### src/rtl/snake_pkg.sv
// Shared encodings for the greedy-snake datapath: game status, move direction
// and coordinate widths.
package snake_pkg;

    localparam int X_W   = 6;
    localparam int Y_W   = 5;
    localparam int LEN_W = 5;

    typedef enum logic [1:0] {
        ST_RESTART = 2'b00,
        ST_START   = 2'b01,
        ST_PLAY    = 2'b10,
        ST_DIE     = 2'b11
    } game_status_e;

    typedef enum logic [1:0] {
        DIR_UP    = 2'd0,
        DIR_DOWN  = 2'd1,
        DIR_LEFT  = 2'd2,
        DIR_RIGHT = 2'd3
    } dir_e;

    function automatic dir_e opposite_dir(input dir_e d);
        case (d)
            DIR_UP:   return DIR_DOWN;
            DIR_DOWN: return DIR_UP;
            DIR_LEFT: return DIR_RIGHT;
            default:  return DIR_LEFT;
        endcase
    endfunction

endpackage

### src/rtl/snake_tick_gen.sv
// Move-step timebase: counts 0..MOVE_TICKS-1 while enabled and pulses step_o
// in the cycle the count sits at its last value.
module snake_tick_gen #(
    parameter int MOVE_TICKS = 12_500_000
) (
    input  logic clk,
    input  logic rst_n,
    input  logic en_i,
    input  logic clr_i,
    output logic step_o
);

    localparam int CNT_W = (MOVE_TICKS > 1) ? $clog2(MOVE_TICKS) : 1;
    localparam logic [CNT_W-1:0] LAST = CNT_W'(MOVE_TICKS - 1);

    logic [CNT_W-1:0] cnt_q, cnt_d;

    always_comb begin
        cnt_d = cnt_q;
        if (clr_i) begin
            cnt_d = '0;
        end else if (en_i) begin
            cnt_d = (cnt_q == LAST) ? '0 : cnt_q + CNT_W'(1);
        end
    end

    always_ff @(posedge clk or negedge rst_n) begin
        if (!rst_n) begin
            cnt_q <= '0;
        end else begin
            cnt_q <= cnt_d;
        end
    end

    assign step_o = en_i && !clr_i && (cnt_q == LAST);

endmodule

### src/rtl/snake_move_unit.sv
// Snake body datapath: segment registers, direction latch, per-step wall/body
// collision checks and growth on apple hits.
module snake_move_unit
    import snake_pkg::*;
#(
    parameter int GRID_W     = 40,
    parameter int GRID_H     = 30,
    parameter int MAX_LEN    = 16,
    parameter int INIT_LEN   = 3,
    parameter int MOVE_TICKS = 12_500_000
) (
    input  logic                 clk,
    input  logic                 rst_n,
    input  logic [1:0]           game_status,
    input  logic                 restart,
    input  logic                 key1_press,
    input  logic                 key2_press,
    input  logic                 key3_press,
    input  logic                 key4_press,
    input  logic [X_W-1:0]       apple_x,
    input  logic [Y_W-1:0]       apple_y,
    output logic [X_W-1:0]       head_x,
    output logic [Y_W-1:0]       head_y,
    output logic [X_W*MAX_LEN-1:0] body_x,
    output logic [Y_W*MAX_LEN-1:0] body_y,
    output logic [LEN_W-1:0]     snake_len,
    output logic                 hit_wall,
    output logic                 hit_body,
    output logic                 apple_eaten,
    output logic                 move_tick
);

    localparam logic [X_W-1:0]   X_MAX = X_W'(GRID_W - 1);
    localparam logic [Y_W-1:0]   Y_MAX = Y_W'(GRID_H - 1);
    localparam logic [LEN_W-1:0] LEN_MAX  = LEN_W'(MAX_LEN);
    localparam logic [LEN_W-1:0] LEN_INIT = LEN_W'(INIT_LEN);

    function automatic logic [X_W-1:0] init_x(input int i);
        return (i < INIT_LEN) ? X_W'(GRID_W / 2 - i) : X_W'(GRID_W / 2);
    endfunction

    logic [X_W-1:0]   seg_x_q [MAX_LEN];
    logic [X_W-1:0]   seg_x_d [MAX_LEN];
    logic [Y_W-1:0]   seg_y_q [MAX_LEN];
    logic [Y_W-1:0]   seg_y_d [MAX_LEN];
    logic [LEN_W-1:0] len_q, len_d;
    dir_e             cur_dir_q, cur_dir_d;
    dir_e             pending_q, pending_d;
    logic             hit_wall_q, hit_wall_d;
    logic             hit_body_q, hit_body_d;
    logic             eaten_q, eaten_d;
    logic             tick_q, tick_d;

    logic             play_run;
    logic             step;
    logic             key_vld;
    dir_e             key_dir;
    logic             wall;
    logic             body;
    logic             eat;
    logic [X_W-1:0]   nhx;
    logic [Y_W-1:0]   nhy;
    logic [LEN_W-1:0] body_lim;

    assign play_run = (game_status == ST_PLAY) && restart;

    snake_tick_gen #(
        .MOVE_TICKS(MOVE_TICKS)
    ) u_tick (
        .clk    (clk),
        .rst_n  (rst_n),
        .en_i   (play_run),
        .clr_i  (!play_run),
        .step_o (step)
    );

    always_comb begin
        seg_x_d    = seg_x_q;
        seg_y_d    = seg_y_q;
        len_d      = len_q;
        cur_dir_d  = cur_dir_q;
        pending_d  = pending_q;
        hit_wall_d = hit_wall_q;
        hit_body_d = hit_body_q;
        eaten_d    = 1'b0;
        tick_d     = step;
        key_vld    = key1_press | key2_press | key3_press | key4_press;
        key_dir    = DIR_RIGHT;
        wall       = 1'b0;
        body       = 1'b0;
        nhx        = seg_x_q[0];
        nhy        = seg_y_q[0];

        if (key1_press)      key_dir = DIR_UP;
        else if (key2_press) key_dir = DIR_DOWN;
        else if (key3_press) key_dir = DIR_LEFT;
        if (key_vld && key_dir != opposite_dir(cur_dir_q)) pending_d = key_dir;

        // Edge test precedes arithmetic so no coordinate ever wraps.
        case (pending_q)
            DIR_UP:   begin wall = (seg_y_q[0] == '0);   if (!wall) nhy = seg_y_q[0] - Y_W'(1); end
            DIR_DOWN: begin wall = (seg_y_q[0] == Y_MAX); if (!wall) nhy = seg_y_q[0] + Y_W'(1); end
            DIR_LEFT: begin wall = (seg_x_q[0] == '0);   if (!wall) nhx = seg_x_q[0] - X_W'(1); end
            default:  begin wall = (seg_x_q[0] == X_MAX); if (!wall) nhx = seg_x_q[0] + X_W'(1); end
        endcase

        eat = (nhx == apple_x) && (nhy == apple_y);
        // The tail moves away this step unless the snake grows into it.
        body_lim = eat ? len_q - LEN_W'(1) : len_q - LEN_W'(2);
        for (int i = 1; i < MAX_LEN; i++) begin
            if (LEN_W'(i) <= body_lim && seg_x_q[i] == nhx && seg_y_q[i] == nhy) body = 1'b1;
        end

        if (step && !hit_wall_q && !hit_body_q) begin
            if (wall) begin
                hit_wall_d = 1'b1;
            end else if (body) begin
                hit_body_d = 1'b1;
            end else begin
                for (int i = 1; i < MAX_LEN; i++) begin
                    seg_x_d[i] = seg_x_q[i-1];
                    seg_y_d[i] = seg_y_q[i-1];
                end
                seg_x_d[0] = nhx;
                seg_y_d[0] = nhy;
                cur_dir_d  = pending_q;
                if (eat) begin
                    eaten_d = 1'b1;
                    if (len_q != LEN_MAX) len_d = len_q + LEN_W'(1);
                end
            end
        end

        if (!restart) begin
            for (int i = 0; i < MAX_LEN; i++) begin
                seg_x_d[i] = init_x(i);
                seg_y_d[i] = Y_W'(GRID_H / 2);
            end
            len_d      = LEN_INIT;
            cur_dir_d  = DIR_RIGHT;
            pending_d  = DIR_RIGHT;
            hit_wall_d = 1'b0;
            hit_body_d = 1'b0;
            eaten_d    = 1'b0;
            tick_d     = 1'b0;
        end
    end

    always_ff @(posedge clk or negedge rst_n) begin
        if (!rst_n) begin
            for (int i = 0; i < MAX_LEN; i++) begin
                seg_x_q[i] <= init_x(i);
                seg_y_q[i] <= Y_W'(GRID_H / 2);
            end
            len_q      <= LEN_INIT;
            cur_dir_q  <= DIR_RIGHT;
            pending_q  <= DIR_RIGHT;
            hit_wall_q <= 1'b0;
            hit_body_q <= 1'b0;
            eaten_q    <= 1'b0;
            tick_q     <= 1'b0;
        end else begin
            seg_x_q    <= seg_x_d;
            seg_y_q    <= seg_y_d;
            len_q      <= len_d;
            cur_dir_q  <= cur_dir_d;
            pending_q  <= pending_d;
            hit_wall_q <= hit_wall_d;
            hit_body_q <= hit_body_d;
            eaten_q    <= eaten_d;
            tick_q     <= tick_d;
        end
    end

    for (genvar g = 0; g < MAX_LEN; g++) begin : g_flat
        assign body_x[X_W*g +: X_W] = seg_x_q[g];
        assign body_y[Y_W*g +: Y_W] = seg_y_q[g];
    end

    assign head_x      = seg_x_q[0];
    assign head_y      = seg_y_q[0];
    assign snake_len   = len_q;
    assign hit_wall    = hit_wall_q;
    assign hit_body    = hit_body_q;
    assign apple_eaten = eaten_q;
    assign move_tick   = tick_q;

endmodule

### config.mk
export PLATFORM = sky130hd
export DESIGN_NAME = snake_move_unit
export DESIGN_NICKNAME = d
export VERILOG_FILES = /design/src/rtl/snake_pkg.sv /design/src/rtl/snake_tick_gen.sv /design/src/rtl/snake_move_unit.sv
export SDC_FILE = /design/constraint.sdc
export NUM_CORES = 1
export LEC_CHECK = 0
export ABC_AREA = 1
export CAP_MARGIN = 20
export CORE_MARGIN = 8
export CORE_UTILIZATION = 59
export CTS_CLUSTER_SIZE = 40
export DETAILED_ROUTE_END_ITERATION = 7
export PLACE_DENSITY = 0.87
export SYNTH_ARGS = -nofsm -noshare
export SYNTH_HDL_FRONTEND = slang
export SYNTH_SLANG_ARGS = --single-unit
### constraint.sdc
create_clock -name clk -period 6.1 [get_ports clk]
set_input_delay 0.61 -clock clk [delete_from_list [all_inputs] [get_ports clk]]
set_output_delay 0.61 -clock clk [all_outputs]
set_load 0.005 [all_outputs]
==> impl_metrics.json <==
{
  "status": "completed",
  "grt_overflow": 0,
  "antenna_found_initial": 0,
  "port-buffer-count": 215,
  "fin_crit_sh": 0.829,
  "drc": 0,
  "yosysTopAreaCellShare": 0.201,
  "grt_pass1_wl_um": 75600,
  "drtIter0Drc": 1840,
  "hold_ws_ns": 0.110,
  "cts_tree": "done",
  "ys_warn_count": 0,
  "slowest_delay_ns": 0.62,
  "irDropWorstVdd_mv": 0.206,
  "cp_common_cell": "nand2_1",
  "area_growth_pct": 21.5,
  "clock_skew_ns": 0.0260,
  "end_kind": "register",
  "fmax_mhz": 198,
  "cts_resized": 0,
  "yosys-top-cells-count": "nand2_1 (456), nor2_1 (209), nand3_1 (177)",
  "grt_pass1_vias": 13400,
  "fp.dieH_um": 168,
  "slew_viol_final": 0,
  "hold_class": "in2async",
  "hold_violations": 0,
  "worstSetupPathType": "reg2reg",
  "h-tree-depth": 1,
  "clockBufferDepth": 3,
  "critPathLaunchType": "register",
  "ys_seq_elements": 213,
  "synth_fp_nets": 1899,
  "finalSetupTns_ns": 0,
  "finalNetCount": 2054,
  "critPathBufInv": 3,
  "slew_headroom": 0.426,
  "syn_avg_cell_area_um2": 7.33,
  "grt_usage": 0.334,
  "powerDensity_mw_per_mm2": 211,
  "total_power_mw": 3.51,
  "cp_top_family": "simple AND/OR/NAND/NOR gates",
  "layout-drive-gt1-share": 0.111,
  "grt_max_degree": 193,
  "synth_async_sr_flop_share": 1.00,
  "cts-root-buf": "clkbuf_16",
  "synth_flop_cell": "dfrtp_1",
  "synth_area_mm2": 0.0137,
  "leakage_nw": 7.68,
  "yosysTopAreaCell": "dfrtp_1",
  "insertion_delay_ns": 0.54,
  "holdBufCountCts": 0,
  "wl_per_cell_um": 20.6,
  "antenna_cells": 0,
  "grt_setup_unrepaired": "no",
  "wl_um": 47900,
  "synth.most_common_cell": "nand2_1",
  "final_antenna_net_count": 0,
  "gp_congestion": 0.975,
  "vias": 14000,
  "coreArea_mm2": 0.0227,
  "numCtsBuffers": 24,
  "period_needed_ns": 5.06,
  "viasPerCell": 6.02,
  "die_x_um": 168,
  "rows": 55,
  "start_util": 0.602,
  "clkTransAtPathRegs_ns": 0.06,
  "setup_viol": 0,
  "place_hpwl_um": 34800,
  "ys_seq_area_frac": 0.399,
  "yosys-top-cells-area": "dfrtp_1 (20%), dfstp_2 (20%), nand2_1 (13%)",
  "dr.pass1.iters": 6,
  "crit_path_top_delay_cell": "dfstp_2",
  "ys_types": 45,
  "synth_edf_count": 0,
  "ios": 216,
  "worstMarginPinSlew_ns": 0.861,
  "postCtsSetupBuffers": 0,
  "critical_path_arrival_ns": 5.53,
  "die_area_mm2": 0.0283,
  "crit_fanout": 67,
  "worstPathRequired_ns": 6.58,
  "cap_violations": 0,
  "synthCells": 1866,
  "cts.sinks": 213
}
[per-stage QoR]
step	util	instance area, µm²	std cells	setup WS, ns
6_report	0.732	16600	2323	1.04
4_1_cts	0.732	16600	2323	1.10
2_1_floorplan	-	13700	1866	2.65
3_5_place_dp	0.695	15800	2280	1.13
5_1_grt	0.732	16600	2323	0.564
3_3_place_gp	0.695	15800	2280	1.27
[path summary, 6_finish.rpt]
check,start,cells after the start,slack [ns],endpoint
setup / recovery,head_y[0],26,1.04,body_y[18]
min in group clk,u_tick.cnt_q[0],1,0.48,u_tick.cnt_q[0]
setup reg to reg,head_y[0],26,1.04,body_y[18]
hold reg to reg,u_tick.cnt_q[0],1,0.48,u_tick.cnt_q[0]
max in group asynchronous,rst_n,2,4.62,body_y[59]
hold / removal,rst_n,1,0.11,u_tick.cnt_q[17]
[registers in the layout, indices dropped and copies added, names as in the netlist]
| signal | flops |
|---|---|
| body_x | 90 |
| body_y | 75 |
| u_tick.cnt_q | 24 |
| head_x | 6 |
| head_y | 5 |
| snake_len | 5 |
| cur_dir_q | 2 |
| pending_q | 2 |
| apple_eaten | 1 |
| hit_body | 1 |
| hit_wall | 1 |
| move_tick | 1 |
[where the power goes]
| group | total (mW) | leakage, nW | switching [mW] | internal [mW] |
|---|---|---|---|---|
| combinational | 0.560 | 4.65 | 0.384 | 0.176 |
| sequential | 1.43 | 2.62 | 0.00826 | 1.42 |
| clock | 1.52 | 0.408 | 0.597 | 0.927 |
| total | 3.51 | 7.68 | 0.989 | 2.52 |
[metal layers]
metal / GRT usage / share of wire / routed length (µm)
met5: 0 / 0 / 0
met4: 0.127 / 0.039 / 1850
met3: 0.0779 / 0.12 / 5690
met2: 0.491 / 0.43 / 20500
met1: 0.471 / 0.42 / 19900
[layout make-up]
class / count / area (µm²)
clock inverters: 8 / 135
clock buffers: 35 / 702
inverters: 166 / 623
well taps: 285 / 357
fillers: 1773 / 6100
multi-input cells: 1386 / 7050
repair buffers: 230 / 2290
flip-flops and latches: 213 / 5460
[worst register-to-register path: stages (launching register included)]
cell and delay, ns:
dfstp_2 0.62, inv_1 0.12, ha_1 0.28, nand2_1 0.09
nand2_1 0.05, nand3_1 0.15, nand3_4 0.31, nand2_1 0.15
nand2_1 0.06, nor2_1 0.13, nand3_1 0.13, nor2_4 0.24
nand2_4 0.13, nand2_2 0.08, nand2_2 0.09, nor2_2 0.35
o21ai_0 0.25, nand2_1 0.10, nand2_1 0.05, inv_1 0.06
nand4_1 0.13, nor2_4 0.30, nand2_8 0.09, nand2_4 0.39
buf_12 0.33, o21ai_1 0.19, nand2_1 0.10
[cell usage in the layout, fill, tap and decap left out, drive strengths merged]
cell type	Yosys	final
nand2	473	473
nor2	221	221
clkdlybuf4s50	0	213
nand3	180	180
inv	166	167
o21ai	151	151
dfrtp	110	110
dfstp	103	103
xor2	63	63
xnor2	57	57
nand4	56	56
nor3	42	42
clkbuf	28	36
or2	28	28
a21oi	27	27
nor4	24	24
nand3b	18	18
buf	73	16
ha	13	13
nor3b	10	10
a211oi	4	4
o211ai	3	3
bufinv	0	3
clkinv	0	3
and3	2	2
a31oi	2	2
or3	2	2
o2111ai	2	2
nor4b	2	2
and2	1	1
a21boi	1	1
and3b	1	1
o21a	1	1
a2111oi	1	1
o41ai	1	1
clkinvlp	0	1
[cell families after synthesis]
| logic type | count (synthesis) | share of synthesized area |
|---|---|---|
| DFF | 213 | 0.399 |
| adders and majority gates | 13 | 0.0119 |
| and+or+nand+nor | 1060 | 0.352 |
| AOI/OAI and AO/OA | 193 | 0.0736 |
| xor gates and xnor gates | 120 | 0.0769 |
| buffers and inverters | 267 | 0.0863 |
(Power assumes the default switching activity.)
